===== config.mk =====
export PLATFORM = sky130hd
export DESIGN_NAME = tcdm_bank_amo_adapter_flat
export DESIGN_NICKNAME = d
export VERILOG_FILES = /design/src/rtl/tcdm_bank_amo_adapter_if.sv /design/src/rtl/tcdm_bank_amo_adapter.sv /design/src/flat_wrapper.sv
export SDC_FILE = /design/constraint.sdc
export NUM_CORES = 1
export LEC_CHECK = 0
export ABC_AREA = 1
export BUFFER_PORTS_ARGS = -buffer_cell sky130_fd_sc_hd__clkbuf_2
export CORE_MARGIN = 10
export CORE_UTILIZATION = 25
export CTS_CLUSTER_SIZE = 40
export DETAILED_ROUTE_END_ITERATION = 12
export HOLD_SLACK_MARGIN = 0.1
export SLEW_MARGIN = 20
export SYNTH_ARGS = -nofsm -noshare
export SYNTH_HDL_FRONTEND = slang
export SYNTH_SLANG_ARGS = --single-unit

===== constraint.sdc =====
create_clock -name clk_i -period 3.8 [get_ports clk_i]
set_clock_uncertainty 0.15 [all_clocks]
set_input_delay 0.76 -clock clk_i [delete_from_list [all_inputs] [get_ports clk_i]]
set_output_delay 0.76 -clock clk_i [all_outputs]
set_load 0.005 [all_outputs]

===== src/rtl/tcdm_bank_amo_adapter_if.sv =====
// Crossbar-port and SRAM-port bundle for tcdm_bank_amo_adapter.
//   req_valid/req_ready/req : TCDM slave request (crossbar -> adapter)
//   rsp_valid/rsp_ready/rsp : TCDM slave response (adapter -> crossbar)
//   mem_*                   : single-port SRAM bank; mem_rdata is valid the
//                             cycle after a read.
// modport slave  : the adapter side.
// modport master : the environment side (crossbar and SRAM together).
interface tcdm_bank_amo_adapter_if #(
  parameter int unsigned NumWords     = 256,
  parameter int unsigned DataWidth    = 32,
  parameter int unsigned MetaIdWidth  = 6,
  parameter int unsigned CoreIdWidth  = 2,
  parameter int unsigned IniAddrWidth = 2,
  parameter int unsigned TgtAddrWidth = 16
);
  localparam int unsigned AddrWidth = $clog2(NumWords);

  typedef struct packed {
    logic [MetaIdWidth-1:0] meta_id;
    logic [CoreIdWidth-1:0] core_id;
    logic [3:0]             amo;
    logic [DataWidth-1:0]   data;
  } tcdm_payload_t;

  typedef struct packed {
    tcdm_payload_t           wdata;
    logic                    wen;
    logic [DataWidth/8-1:0]  be;
    logic [TgtAddrWidth-1:0] tgt_addr;
    logic [IniAddrWidth-1:0] ini_addr;
  } tcdm_slave_req_t;

  typedef struct packed {
    tcdm_payload_t           rdata;
    logic [IniAddrWidth-1:0] ini_addr;
  } tcdm_slave_resp_t;

  logic                   req_valid;
  logic                   req_ready;
  tcdm_slave_req_t        req;
  logic                   rsp_valid;
  logic                   rsp_ready;
  tcdm_slave_resp_t       rsp;
  logic                   mem_req;
  logic                   mem_we;
  logic [AddrWidth-1:0]   mem_addr;
  logic [DataWidth-1:0]   mem_wdata;
  logic [DataWidth/8-1:0] mem_be;
  logic [DataWidth-1:0]   mem_rdata;

  modport slave (
    input  req_valid, req, rsp_ready, mem_rdata,
    output req_ready, rsp_valid, rsp, mem_req, mem_we, mem_addr, mem_wdata, mem_be
  );

  modport master (
    output req_valid, req, rsp_ready, mem_rdata,
    input  req_ready, rsp_valid, rsp, mem_req, mem_we, mem_addr, mem_wdata, mem_be
  );
endinterface


===== src/rtl/tcdm_bank_amo_adapter.sv =====
// Bank-side adapter: executes loads, stores, RMW atomics and LR/SC from one
// TCDM crossbar port against one single-port SRAM bank.
// Ports:
//   clk_i, rst_ni : clock, asynchronous active-low reset
//   bus (slave)   : crossbar request/response and SRAM port bundle
// Every accepted request yields exactly one in-order response; meta_id,
// core_id, amo and ini_addr are echoed so routing is transparent.
// Responses are pushed one cycle after acceptance into a fall-through FIFO;
// a credit counter (FIFO entries + in-flight reads) throttles acceptance.
module tcdm_bank_amo_adapter #(
  parameter int unsigned NumWords     = 256,
  parameter int unsigned DataWidth    = 32,
  parameter int unsigned MetaIdWidth  = 6,
  parameter int unsigned CoreIdWidth  = 2,
  parameter int unsigned IniAddrWidth = 2,
  parameter int unsigned TgtAddrWidth = 16,
  parameter int unsigned RspDepth     = 2
) (
  input  logic                  clk_i,
  input  logic                  rst_ni,
  tcdm_bank_amo_adapter_if.slave bus
);
  localparam int unsigned AddrWidth = $clog2(NumWords);
  localparam int unsigned BeWidth   = DataWidth / 8;
  localparam int unsigned PtrWidth  = $clog2(RspDepth);
  localparam int unsigned CntWidth  = $clog2(RspDepth + 1);

  localparam logic [3:0] AMO_SWAP = 4'h1;
  localparam logic [3:0] AMO_ADD  = 4'h2;
  localparam logic [3:0] AMO_AND  = 4'h3;
  localparam logic [3:0] AMO_OR   = 4'h4;
  localparam logic [3:0] AMO_XOR  = 4'h5;
  localparam logic [3:0] AMO_MAX  = 4'h6;
  localparam logic [3:0] AMO_MAXU = 4'h7;
  localparam logic [3:0] AMO_MIN  = 4'h8;
  localparam logic [3:0] AMO_MINU = 4'h9;
  localparam logic [3:0] AMO_LR   = 4'hA;
  localparam logic [3:0] AMO_SC   = 4'hB;

  typedef enum logic {IDLE, AMO_WB} state_e;
  // Where the response data comes from when it is pushed at t+1.
  typedef enum logic [1:0] {SRC_RDATA, SRC_ZERO, SRC_ONE} src_e;

  // Same bit layout as the interface response struct.
  typedef struct packed {
    logic [MetaIdWidth-1:0]  meta_id;
    logic [CoreIdWidth-1:0]  core_id;
    logic [3:0]              amo;
    logic [DataWidth-1:0]    data;
    logic [IniAddrWidth-1:0] ini_addr;
  } rsp_t;

  // Request decode
  logic [3:0]           req_amo;
  logic [AddrWidth-1:0] req_addr;
  logic                 is_rmw, is_lr, is_sc, is_plain, sc_ok;
  logic                 accept, pop;
  logic                 unused_tgt_hi;

  state_e               state_q, state_d;
  logic                 rst_done_q;
  logic [CntWidth-1:0]  credits_q;

  // Response stage (one cycle after acceptance)
  logic                    p_vld_q;
  src_e                    p_src_q;
  logic [MetaIdWidth-1:0]  p_meta_q;
  logic [CoreIdWidth-1:0]  p_core_q;
  logic [3:0]              p_amo_q;
  logic [IniAddrWidth-1:0] p_ini_q;

  // Captured atomic operation
  logic [3:0]           amo_op_q;
  logic [DataWidth-1:0] amo_operand_q, amo_old, amo_result;
  logic [AddrWidth-1:0] amo_addr_q;

  // Single-entry LR reservation
  logic                    resv_valid_q;
  logic [CoreIdWidth-1:0]  resv_core_q;
  logic [IniAddrWidth-1:0] resv_ini_q;
  logic [AddrWidth-1:0]    resv_addr_q;

  // Response FIFO
  rsp_t                fifo_q [RspDepth];
  logic [PtrWidth-1:0] wptr_q, rptr_q;
  logic [CntWidth-1:0] count_q;
  logic                fifo_empty, fifo_wr, fifo_rd;
  rsp_t                push_rsp;

  // SRAM drive
  logic                 m_req, m_we;
  logic [AddrWidth-1:0] m_addr;
  logic [DataWidth-1:0] m_wdata;
  logic [BeWidth-1:0]   m_be;

  assign req_amo       = bus.req.wdata.amo;
  assign req_addr      = bus.req.tgt_addr[AddrWidth-1:0];
  assign unused_tgt_hi = ^bus.req.tgt_addr[TgtAddrWidth-1:AddrWidth];
  assign is_rmw        = (req_amo >= AMO_SWAP) && (req_amo <= AMO_MINU);
  assign is_lr         = (req_amo == AMO_LR);
  assign is_sc         = (req_amo == AMO_SC);
  assign is_plain      = !(is_rmw || is_lr || is_sc);
  assign sc_ok         = resv_valid_q && (resv_core_q == bus.req.wdata.core_id) &&
                         (resv_ini_q == bus.req.ini_addr) && (resv_addr_q == req_addr);

  // A pop in this cycle frees a credit, so acceptance can continue at a full
  // credit count. Only registered state and rsp_ready feed this path.
  assign bus.req_ready = rst_done_q && (state_q == IDLE) &&
                         ((credits_q < CntWidth'(RspDepth)) || pop);
  assign accept        = bus.req_valid && bus.req_ready;

  // ---------------------------------------------------------------- FSM / SRAM
  always_comb begin
    state_d = state_q;
    m_req   = 1'b0;
    m_we    = 1'b0;
    m_addr  = '0;
    m_wdata = '0;
    m_be    = '0;
    case (state_q)
      IDLE: begin
        // A failing SC does not touch the bank at all.
        if (accept && !(is_sc && !sc_ok)) begin
          m_req   = 1'b1;
          m_we    = (is_plain && bus.req.wen) || is_sc;
          m_addr  = req_addr;
          m_wdata = bus.req.wdata.data;
          m_be    = is_rmw ? '1 : bus.req.be;
        end
        if (accept && is_rmw) state_d = AMO_WB;
      end
      AMO_WB: begin
        m_req   = 1'b1;
        m_we    = 1'b1;
        m_addr  = amo_addr_q;
        m_wdata = amo_result;
        m_be    = '1;
        state_d = IDLE;
      end
      default: state_d = IDLE;
    endcase
  end

  assign bus.mem_req   = m_req;
  assign bus.mem_we    = m_we;
  assign bus.mem_addr  = m_addr;
  assign bus.mem_wdata = m_wdata;
  assign bus.mem_be    = m_be;

  // ---------------------------------------------------------------- AMO ALU
  assign amo_old = bus.mem_rdata;

  always_comb begin
    amo_result = amo_operand_q;
    case (amo_op_q)
      AMO_SWAP: amo_result = amo_operand_q;
      AMO_ADD:  amo_result = amo_old + amo_operand_q;
      AMO_AND:  amo_result = amo_old & amo_operand_q;
      AMO_OR:   amo_result = amo_old | amo_operand_q;
      AMO_XOR:  amo_result = amo_old ^ amo_operand_q;
      AMO_MAX:  amo_result = ($signed(amo_old) > $signed(amo_operand_q)) ? amo_old : amo_operand_q;
      AMO_MAXU: amo_result = (amo_old > amo_operand_q) ? amo_old : amo_operand_q;
      AMO_MIN:  amo_result = ($signed(amo_old) < $signed(amo_operand_q)) ? amo_old : amo_operand_q;
      AMO_MINU: amo_result = (amo_old < amo_operand_q) ? amo_old : amo_operand_q;
      default:  amo_result = amo_operand_q;
    endcase
  end

  // ---------------------------------------------------------------- control
  always_ff @(posedge clk_i or negedge rst_ni) begin
    if (!rst_ni) begin
      state_q       <= IDLE;
      rst_done_q    <= 1'b0;
      credits_q     <= '0;
      p_vld_q       <= 1'b0;
      p_src_q       <= SRC_ZERO;
      p_meta_q      <= '0;
      p_core_q      <= '0;
      p_amo_q       <= '0;
      p_ini_q       <= '0;
      amo_op_q      <= '0;
      amo_operand_q <= '0;
      amo_addr_q    <= '0;
    end else begin
      state_q    <= state_d;
      rst_done_q <= 1'b1;
      credits_q  <= credits_q + CntWidth'(accept) - CntWidth'(pop);
      p_vld_q    <= accept;
      if (accept) begin
        p_meta_q <= bus.req.wdata.meta_id;
        p_core_q <= bus.req.wdata.core_id;
        p_amo_q  <= req_amo;
        p_ini_q  <= bus.req.ini_addr;
        if (is_sc)                          p_src_q <= sc_ok ? SRC_ZERO : SRC_ONE;
        else if (is_plain && bus.req.wen)   p_src_q <= SRC_ZERO;
        else                                p_src_q <= SRC_RDATA;
      end
      if (accept && is_rmw) begin
        amo_op_q      <= req_amo;
        amo_operand_q <= bus.req.wdata.data;
        amo_addr_q    <= req_addr;
      end
    end
  end

  // ---------------------------------------------------------------- reservation
  always_ff @(posedge clk_i or negedge rst_ni) begin
    if (!rst_ni) begin
      resv_valid_q <= 1'b0;
      resv_core_q  <= '0;
      resv_ini_q   <= '0;
      resv_addr_q  <= '0;
    end else if (accept) begin
      if (is_lr) begin
        resv_valid_q <= 1'b1;
        resv_core_q  <= bus.req.wdata.core_id;
        resv_ini_q   <= bus.req.ini_addr;
        resv_addr_q  <= req_addr;
      end else if (is_sc) begin
        resv_valid_q <= 1'b0;
      end else if (is_plain && bus.req.wen && (req_addr == resv_addr_q)) begin
        resv_valid_q <= 1'b0;
      end
    end else if ((state_q == AMO_WB) && (amo_addr_q == resv_addr_q)) begin
      // Nothing is accepted during write-back, so this cannot race an LR.
      resv_valid_q <= 1'b0;
    end
  end

  // ---------------------------------------------------------------- response FIFO
  always_comb begin
    push_rsp.meta_id  = p_meta_q;
    push_rsp.core_id  = p_core_q;
    push_rsp.amo      = p_amo_q;
    push_rsp.ini_addr = p_ini_q;
    case (p_src_q)
      SRC_RDATA: push_rsp.data = bus.mem_rdata;
      SRC_ONE:   push_rsp.data = DataWidth'(1);
      default:   push_rsp.data = '0;
    endcase
  end

  // Fall-through: with the FIFO empty the pushed entry is presented directly,
  // which is the only way read data (valid at t+1 only) can be shown at t+1.
  assign fifo_empty    = (count_q == '0);
  assign bus.rsp_valid = p_vld_q || !fifo_empty;
  assign bus.rsp       = fifo_empty ? push_rsp : fifo_q[rptr_q];
  assign pop           = bus.rsp_valid && bus.rsp_ready;
  assign fifo_wr       = p_vld_q && !(fifo_empty && pop);
  assign fifo_rd       = pop && !fifo_empty;

  always_ff @(posedge clk_i or negedge rst_ni) begin
    if (!rst_ni) begin
      wptr_q  <= '0;
      rptr_q  <= '0;
      count_q <= '0;
      for (int i = 0; i < RspDepth; i++) fifo_q[i] <= '0;
    end else begin
      if (fifo_wr) begin
        fifo_q[wptr_q] <= push_rsp;
        wptr_q <= (wptr_q == PtrWidth'(RspDepth - 1)) ? '0 : wptr_q + 1'b1;
      end
      if (fifo_rd) rptr_q <= (rptr_q == PtrWidth'(RspDepth - 1)) ? '0 : rptr_q + 1'b1;
      count_q <= count_q + CntWidth'(fifo_wr) - CntWidth'(fifo_rd);
    end
  end
endmodule

===== src/flat_wrapper.sv =====
// flat-port wrapper written by rule: the top's interface ports become plain ports
module tcdm_bank_amo_adapter_flat 
#(
  parameter int unsigned NumWords     = 256,
  parameter int unsigned DataWidth    = 32,
  parameter int unsigned MetaIdWidth  = 6,
  parameter int unsigned CoreIdWidth  = 2,
  parameter int unsigned IniAddrWidth = 2,
  parameter int unsigned TgtAddrWidth = 16,
  parameter int unsigned RspDepth     = 2
)
  (clk_i, rst_ni, bus_req_valid, bus_req, bus_rsp_ready, bus_mem_rdata, bus_req_ready, bus_rsp_valid, bus_rsp, bus_mem_req, bus_mem_we, bus_mem_addr, bus_mem_wdata, bus_mem_be);
  tcdm_bank_amo_adapter_if #(.NumWords(NumWords), .DataWidth(DataWidth), .MetaIdWidth(MetaIdWidth), .CoreIdWidth(CoreIdWidth), .IniAddrWidth(IniAddrWidth), .TgtAddrWidth(TgtAddrWidth)) bus_i ();
  input  logic clk_i;
  input  logic rst_ni;
  input wire logic [$bits(bus_i.req_valid)-1:0] bus_req_valid;
  input wire logic [$bits(bus_i.req)-1:0] bus_req;
  input wire logic [$bits(bus_i.rsp_ready)-1:0] bus_rsp_ready;
  input wire logic [$bits(bus_i.mem_rdata)-1:0] bus_mem_rdata;
  output wire logic [$bits(bus_i.req_ready)-1:0] bus_req_ready;
  output wire logic [$bits(bus_i.rsp_valid)-1:0] bus_rsp_valid;
  output wire logic [$bits(bus_i.rsp)-1:0] bus_rsp;
  output wire logic [$bits(bus_i.mem_req)-1:0] bus_mem_req;
  output wire logic [$bits(bus_i.mem_we)-1:0] bus_mem_we;
  output wire logic [$bits(bus_i.mem_addr)-1:0] bus_mem_addr;
  output wire logic [$bits(bus_i.mem_wdata)-1:0] bus_mem_wdata;
  output wire logic [$bits(bus_i.mem_be)-1:0] bus_mem_be;
  assign bus_i.req_valid = bus_req_valid;
  assign bus_i.req = bus_req;
  assign bus_i.rsp_ready = bus_rsp_ready;
  assign bus_i.mem_rdata = bus_mem_rdata;
  assign bus_req_ready = bus_i.req_ready;
  assign bus_rsp_valid = bus_i.rsp_valid;
  assign bus_rsp = bus_i.rsp;
  assign bus_mem_req = bus_i.mem_req;
  assign bus_mem_we = bus_i.mem_we;
  assign bus_mem_addr = bus_i.mem_addr;
  assign bus_mem_wdata = bus_i.mem_wdata;
  assign bus_mem_be = bus_i.mem_be;
  tcdm_bank_amo_adapter #(.NumWords(NumWords), .DataWidth(DataWidth), .MetaIdWidth(MetaIdWidth), .CoreIdWidth(CoreIdWidth), .IniAddrWidth(IniAddrWidth), .TgtAddrWidth(TgtAddrWidth), .RspDepth(RspDepth)) u_core (.clk_i(clk_i), .rst_ni(rst_ni), .bus(bus_i));
endmodule

After elaboration in Yosys (flattened, before gate mapping) --
Index checks and enable logic that the tools add are counted.
Storage, ports and cells: bits in registers 174, output and inout port bits 94, logic and storage cells 138
Operators by class: add/sub/neg operators 7, order comparisons 10, equality and inequality tests 17, multiplexer cells 36, bitwise operators 6, reductions and logical operators 33
Operators by type and width (number):
- $pmux W32 S8 | 1
- $mux W46 | 5
- $mux W32 | 5
- $pmux W32 S2 | 2
- $bwmux W92 | 1
- $gt A32 B32 Y1 | 2
- $lt A32 B32 Y1 | 2
- $demux W46 S1 | 1
- $add A32 B32 Y32 | 1
- $and A32 B32 Y32 | 1
- $or A32 B32 Y32 | 1
- $xor A32 B32 Y32 | 1
- $eq A8 B8 Y1 | 3
- $logic_and A1 B1 Y1 | 18
- $eq A4 B3 Y1 const B | 4
- $eq A4 B4 Y1 const B | 4
- $pmux W8 S2 | 1
- $mux W1 | 11
- $eq A4 B2 Y1 const B | 2
- $mux W4 | 2
- $mux W8 | 1
- $pmux W4 S2 | 1
- $pmux W1 S2 | 3
- $logic_not A1 Y1 | 5
- other kinds (18) | 31

Logic depth before layout (Yosys ltp) --
Gate-level depths: netlist of run 1.
depth after elaboration 11, depth in mapped cells 23, gate-level depth less buffers 21

Worst setup path after synthesis of run 1 --
Ideal clock, no wire load.
kind input-to-output, start input port bus_mem_rdata[31], end output port bus_mem_wdata[10], arrival time 2.754 ns, slack 0.136 ns, stages 17, buffers on the path 2, cells stage by stage inv_1 > ha_1 > nor2_2 > nand3_1 > nor2_1 > and3_1 > nand2_2 > nand2_1 > buf_6 > buf_2 > nand3_1 > nand2_1 > nor2_1 > nor2_1 > nand3_1 > o21bai_1 > nand2_1
Between the ends: word-level cells in the longest chain between the ends 4, elaborated cells on any way between the ends 10
RTL lines:
- from (decl) | RTL line flat_wrapper.sv:19 | input wire logic [$bits(bus_i.mem_rdata)-1:0] bus_mem_rdata;
- $lt A32 B32 Y1 (tied with other cells) | RTL line tcdm_bank_amo_adapter.sv:164 | AMO_MINU: amo_result = (amo_old < amo_operand_q) ? amo_old : amo_operand_q;
- $mux W32, on equally long branches
- $pmux W32 S8 (*) | RTL line tcdm_bank_amo_adapter.sv:155 | case (amo_op_q)
- $pmux W32 S2 (*) | RTL line tcdm_bank_amo_adapter.sv:120 | case (state_q)
- to (decl) | RTL line flat_wrapper.sv:26 | output wire logic [$bits(bus_i.mem_wdata)-1:0] bus_mem_wdata;
Every way passes the cells marked *; elsewhere a longest branch is shown, timed or not.

Worst setup path after layout of run 1 --
start input port bus_mem_rdata[1], end output port bus_mem_wdata[30]
The elaborated chain is that of the path after synthesis.

==> metrics, run 1 <==
P per Cell Area=869 nW/µm²; most frequent cells in the layout=725 x nand2_1, 304 x buf_4, 273 x o21ai_0; DR WL/cell=17.7 µm; DRC=0; Iter 0 DRT Violations=1461; worst-margin pin slew=0.934 ns; Mapped Cells=2411; Starting Density=25.4%; placed cells=3552; layout cells sized above 1=26.9%; vias in the first global route=16.3k; #FFs+latches synth=174; Multi-input gate area=10100 µm²; Port Buf Inserts=188; final core utilization=35.5%; Slew Viols, Final=0; status=finished with violations; register area=4360 µm²; Non-Filler Instances=3632; critical path startpoint category=input pin; # setup viols final=32; CTS tree=done; Clock Latency Late Sink=0.49 ns; Post-synth ARST share=100%; Yosys cell types=44; failing checks=setup timing; Syn Area/Cell=6.24 µm²; Vert. Die Dim=265 µm; worst vdd ir=622 µV; CP endpoint kind=output port; Num CTS Buffers=17; Yosys warnings=0; unrepaired setup endpoints after global routing=true; Max-slew headroom=37.7%; post-synthesis sequential area ratio=28.9%; Pleak=10.5 nW; max_cap viols=0; Crit path arrival time=3.17 ns; Post-synth EDFFs=0; GRT Residual Overflow=0; Nets=3045; first drt pass iteration count=5; DRT antenna net count=0; GP Congestion=0.994; final-report hold violation count=0; Mapped Area=15000 µm²; Post-Route WL=64.3 mm; area post-placement=18900 µm²; crit path time final=4.08 ns; setup slack after layout=-0.277 ns; global-route wire length before repair=95.7 mm; Setup CP Type=in2out; Hold Slack=0.133 ns; Hold Path Class=in2async; clk root buf=clkbuf_16; syn_nets=2615; clk slew on worst S/H paths=0.08 ns; CP Max Fanout=8; via count=17.6k; predominant post-synthesis flop cell=dfrtp_1; Req. time, crit path=2.89 ns; initial antenna violation count=9; gr usage total=17.4%; floorplan core area=59400 µm²; largest net degree at the start of global routing=83; total die area=70400 µm²; io pins=197; Final period util=107%; final instance area=21100 µm²; Filler cells=6364; Max Buffers Root-to-Sink=2; FMAX=245 MHz; Area growth, synth to finish=39.9%; Detailed Place HPWL=47.2 mm; drt via density=4.84; commonest non-fill, non-tap cell in the layout=nand2_1; CTS Sinks=174; Max H-tree Level=4; Std-Cell Rows=89; Die W=265 µm; reg2reg setup slack=1.10 ns
[power by group]
part           switching, W  internal (W)  total (W)
registers          0.000493       0.00268    0.00318
logic               0.00769       0.00555     0.0132
clock network      0.000986      0.000896    0.00188
total               0.00917       0.00913     0.0183
[metrics by stage]
step	power, W	setup slack (ns)	TNS [ns]
after floorplan	0.00945	0.136	0
after global placement	0.0145	-0.507	-14.73
after detailed placement	0.0146	-0.512	-15.02
after CTS	0.0173	-0.308	-7.16
after global routing	0.0198	-0.525	-11.34
final	0.0183	-0.277	-5.92
[synth_stat cells, drive strengths merged, types with 8 or more instances]
cell    count  area [µm²]
nand2     761        2880
o21ai     296        1480
inv       247         927
nor2      219         830
nand3     217        1100
dfrtp     173        4330
a21oi     114         574
ha        100        1250
clkbuf     92         345
buf        34         186
nand4      23         144
o22ai      18         113
o211ai     16         120
nor3       14        75.1
o21bai     13        97.6
o221ai     12         105
a221oi      9        78.8
xnor2       8        70.1
[critical path, cell delays in order]
cell,delay (ns)
clkbuf_4,0.16
inv_1,0.07
ha_1,0.31
o21ai_1,0.13
nand2_1,0.06
nand2_1,0.06
nand2_1,0.06
nand2_1,0.08
nand2_1,0.07
nand2_2,0.08
nand2_4,0.08
nand2_8,0.11
buf_6,0.13
buf_12,0.13
buf_8,0.14
nand3_1,0.10
nand3_2,0.10
nand2_1,0.05
nor2_1,0.10
nand3_1,0.09
nand2_2,0.10
nand2_2,0.06
buf_6,0.12
[registers in the layout (all words and copies together) (netlist names), 2 cells and up]
name                  flops
u_core.credits_q          2
u_core.p_meta_q           6
u_core.resv_ini_q         2
u_core.amo_op_q           4
u_core.p_amo_q            4
u_core.fifo_q            92
u_core.amo_operand_q     32
u_core.amo_addr_q         8
u_core.p_ini_q            2
u_core.resv_addr_q        8
u_core.count_q            2
u_core.resv_core_q        2
u_core.p_core_q           2
u_core.p_src_q            2
[per-layer routing]
layer	share of wire (%)	track usage (%)	routed length, µm	vias to the layer above
li1	-	-	-	8706
met1	46	23.6	29300	8193
met2	45	27.2	28900	579
met3	6.9	3.54	4450	100
met4	2.5	5.56	1610	8
met5	0.051	0	33	-
[cell families after synthesis]
logic type,count (synthesis),synth area share [%]
other,1,0.0249
AO/OA/AOI/OAI,496,18.0
adder cells (fa/ha/maj),101,8.45
XOR/XNOR,15,0.873
buffers and inverters,378,9.82
AND/OR/NAND/NOR,1246,33.9
flip-flops,174,28.9
[path summary, 6_finish.rpt]
path / startpoint / end / cells after the start
max: bus_mem_rdata[1] / bus_mem_wdata[30] / 23
min: rst_ni / u_core.fifo_q[6]$_DFFE_PN0P_ / 1
max reg2reg: u_core.count_q[0]$_DFF_PN0_ / u_core.fifo_q[17]$_DFFE_PN0P_ / 10
min reg2reg: u_core.fifo_q[65]$_DFFE_PN0P_ / u_core.fifo_q[65]$_DFFE_PN0P_ / 2
max in group asynchronous: rst_ni / u_core.fifo_q[47]$_DFFE_PN0P_ / 2
min in group clk_i: u_core.fifo_q[65]$_DFFE_PN0P_ / u_core.fifo_q[65]$_DFFE_PN0P_ / 2
[what timing repair did]
action,CTS,global route
cloned,2,4
gates resized for setup,114,169
setup buffers,18,20
hold buffers,0,0
pin swaps,33,71
endpoints found under the setup margin,32,32
[final cells by class]
class / instances / share of cell area [%]
diodes: 5 / 0.0594
multi-input cells: 1859 / 48.0
well taps: 773 / 4.59
repair buffers: 537 / 19.3
clock buffers: 17 / 2.02
flip-flops and latches: 174 / 20.7
clock inverters: 15 / 0.868
inverters: 252 / 4.51
Power figures use the tool's default switching activity.
==> inputs of run 2 (changes only) <==
--- a/config.mk
+++ b/config.mk
@@ -7,11 +7,14 @@
 export LEC_CHECK = 0
 export ABC_AREA = 1
 export BUFFER_PORTS_ARGS = -buffer_cell sky130_fd_sc_hd__clkbuf_2
+export CELL_PAD_IN_SITES_DETAIL_PLACEMENT = 0
+export CELL_PAD_IN_SITES_GLOBAL_PLACEMENT = 2
 export CORE_MARGIN = 10
 export CORE_UTILIZATION = 25
 export CTS_CLUSTER_SIZE = 40
 export DETAILED_ROUTE_END_ITERATION = 12
 export HOLD_SLACK_MARGIN = 0.1
+export PLACE_DENSITY_LB_ADDON = 0.1
 export SLEW_MARGIN = 20
 export SYNTH_ARGS = -nofsm -noshare
 export SYNTH_HDL_FRONTEND = slang
==> run 2 against run 1 <==
  * The run still ends with setup timing left
  * Global-route usage grew 2.3 points
  * Combinational power grew 3%
  * Maximum frequency down 0.29%
  * Hold slack improved by 0.037 ns
  * Worst setup slack got worse by 0.012 ns
  * Die area unchanged
  * Final cell count increased by 0.77%
  * Critical path depth shrank 6
  * Total power rose by 2.6%
  * Sequential power about the same
  * Largest power group unchanged
  * Highest routed layer is now met4
==> metrics, run 2 (synthesis gave the netlist of run 1 again) <==
status=finished with violations (unchanged); failing checks=setup timing (unchanged); max reg flops=92 (unchanged); cts-stage hold buffer count=0 (unchanged); crit path time final=4.09 ns (was 4.08 ns); floorplan core area=59400 µm² (unchanged); DRT antenna net count=0 (unchanged); final core utilization=35.8% (was 35.5%); worst r2r src=u_core.count_q[1]$_DFF_PN0_ (was u_core.count_q[0]$_DFF_PN0_); worst vdd ir=433 µV (was 622 µV); Crit path arrival time=3.18 ns (was 3.17 ns); GRT Residual Overflow=0 (unchanged); Vert. Die Dim=265 µm (unchanged); total die area=70400 µm² (unchanged); FMAX=245 MHz (about the same); largest net degree at the start of global routing=87 (was 83); via count=17.6k (about the same); first drt pass iteration count=5 (unchanged); Std-Cell Rows=89 (unchanged); max_cap viols=0 (unchanged); top flop regs=u_core.fifo_q x92, u_core.amo_operand_q x32 (unchanged); initial antenna violation count=3 (was 9); Nets=3075 (was 3045); Max Buffers Root-to-Sink=2 (unchanged); # setup viols final=32 (unchanged); Non-Filler Instances=3660 (was 3632); unrepaired setup endpoints after global routing=true (unchanged); layout cells sized above 1=27.3% (was 26.9%); Port Buf Inserts=188 (unchanged); drt via density=4.81 (was 4.84); Iter 0 DRT Violations=1319 (was 1461); Tot Pwr=0.0188 W (was 0.0183 W); CTS Sinks=174 (unchanged); Final period util=108% (was 107%); Area growth, synth to finish=41.2% (was 39.9%); CP Launch Point=u_core.amo_operand_q[16]$_DFFE_PN0P_ (was bus_mem_rdata[1]); CP Max Fanout=6 (was 8); Slew Viols, Final=0 (unchanged); Filler cells=6518 (was 6364); commonest non-fill, non-tap cell in the layout=nand2_1 (unchanged); GRT busiest layer=met2 (unchanged); most frequent cells in the layout=729 x nand2_1, 338 x buf_4, 273 x o21ai_0 (was 725 x nand2_1, 304 x buf_4, 273 x o21ai_0); Max H-tree Level=4 (unchanged); clk root buf=clkbuf_16 (unchanged); io pins=197 (unchanged); DRC=0 (unchanged); global-route wire length before repair=106 mm (was 95.7 mm); gr usage total=19.7% (was 17.4%); critical path startpoint category=register (was input pin); Reg with most FFs=u_core.fifo_q (unchanged); setup TNS=-6.87 ns (was -5.92 ns); Register-to-Register Path Depth=10 (unchanged); setup slack after layout=-0.289 ns (was -0.277 ns); M3 GR Usage=2.66% (was 3.54%); vias in the first global route=17.1k (was 16.3k); Die W=265 µm (unchanged); placed cells=3587 (was 3552); M2 GR Usage=32.2% (was 27.2%); GP Congestion=0.889 (was 0.994); CP endpoint kind=output port (unchanged); Pleak=10.6 nW (was 10.5 nW); Num CTS Buffers=17 (unchanged); Req. time, crit path=2.89 ns (about the same); Hold Path Class=in2async (unchanged); Detailed Place HPWL=52.8 mm (was 47.2 mm); Starting Density=25.4% (unchanged); worst-margin pin slew=1.03 ns (was 0.934 ns); final-report hold violation count=0 (unchanged); clk slew on worst S/H paths=0.09 ns (was 0.08 ns); CTS tree=done (unchanged); grt met1 use=26.3% (was 23.6%); P per Cell Area=884 nW/µm² (was 869 nW/µm²); Post-Route WL=70.8 mm (was 64.3 mm); DR WL/cell=19.4 µm (was 17.7 µm); Clock Latency Late Sink=0.49 ns (about the same); Max-slew headroom=31.5% (was 37.7%); Setup CP Type=reg2out (was in2out)
run 2: what timing repair did:
item	in CTS	in global routing
pin swaps	56	46
setup endpoints to repair	32	32
buffers inserted	23	12
cloned	3	0
hold endpoints to repair	0	0
resized for setup	165	72
run 2: layout make-up:
class                      count  area (µm²)  area share [%]
sequential                   174        4360            20.5
clock buffer                  17         425            2.00
tap                          773         967            4.55
multi-input combinational   1859       10100            47.5
antenna                        3        7.51          0.0353
clock inverter                15         218            1.02
timing repair buffer         567        4230            19.9
inverter                     252         950            4.47
run 2: per-stage QoR:
stage / hold slack [ns] / setup slack [ns] / area (µm²)
final: 0.170 / -0.289 / 21200
after global routing: 0.201 / -0.427 / 21200
after CTS: 0.181 / -0.335 / 20900
after detailed placement: 0.303 / -0.720 / 19300
after global placement: 0.298 / -0.796 / 19300
after floorplan: 0.287 / 0.136 / 15000
run 2: power by group:
part	leakage, nW	internal [W]	switching [W]
sequential	2.21	0.00268	0.000514
clock	0.309	0.000965	0.00101
combinational	8.09	0.00575	0.00786
run 2: metal layers:
metal | up-vias | part of all wire (%)
li1 | 8772 | -
met1 | 8378 | 47
met2 | 382 | 47
met3 | 69 | 4.1
met4 | 0 | 2.3
met5 | - | 0
run 2: final timing paths:
kind | to | slack (ns)
max reg2reg | u_core.resv_addr_q[5]$_DFFE_PN0P_ | 1.03
min | u_core.p_meta_q[0]$_DFFE_PN0P_ | 0.17
max | bus_mem_wdata[1] | -0.29
min in group clk_i | u_core.p_meta_q[0]$_DFFE_PN0P_ | 0.32
min reg2reg | u_core.fifo_q[57]$_DFFE_PN0P_ | 0.32
max in group asynchronous | u_core.fifo_q[33]$_DFFE_PN0P_ | 2.40
run 2: critical path, stage by stage, from the launching register on:
cell	delay, ns
dfrtp_1	0.40
inv_2	0.10
ha_4	0.22
nor4_4	0.36
and3_4	0.28
nand2_4	0.08
nand2_8	0.10
buf_12	0.13
buf_12	0.13
buf_8	0.13
nand3_2	0.07
nand2_2	0.06
nor2_1	0.05
nor2_1	0.10
nand3_1	0.09
o21bai_2	0.20
nand2_1	0.08
clkbuf_2	0.12
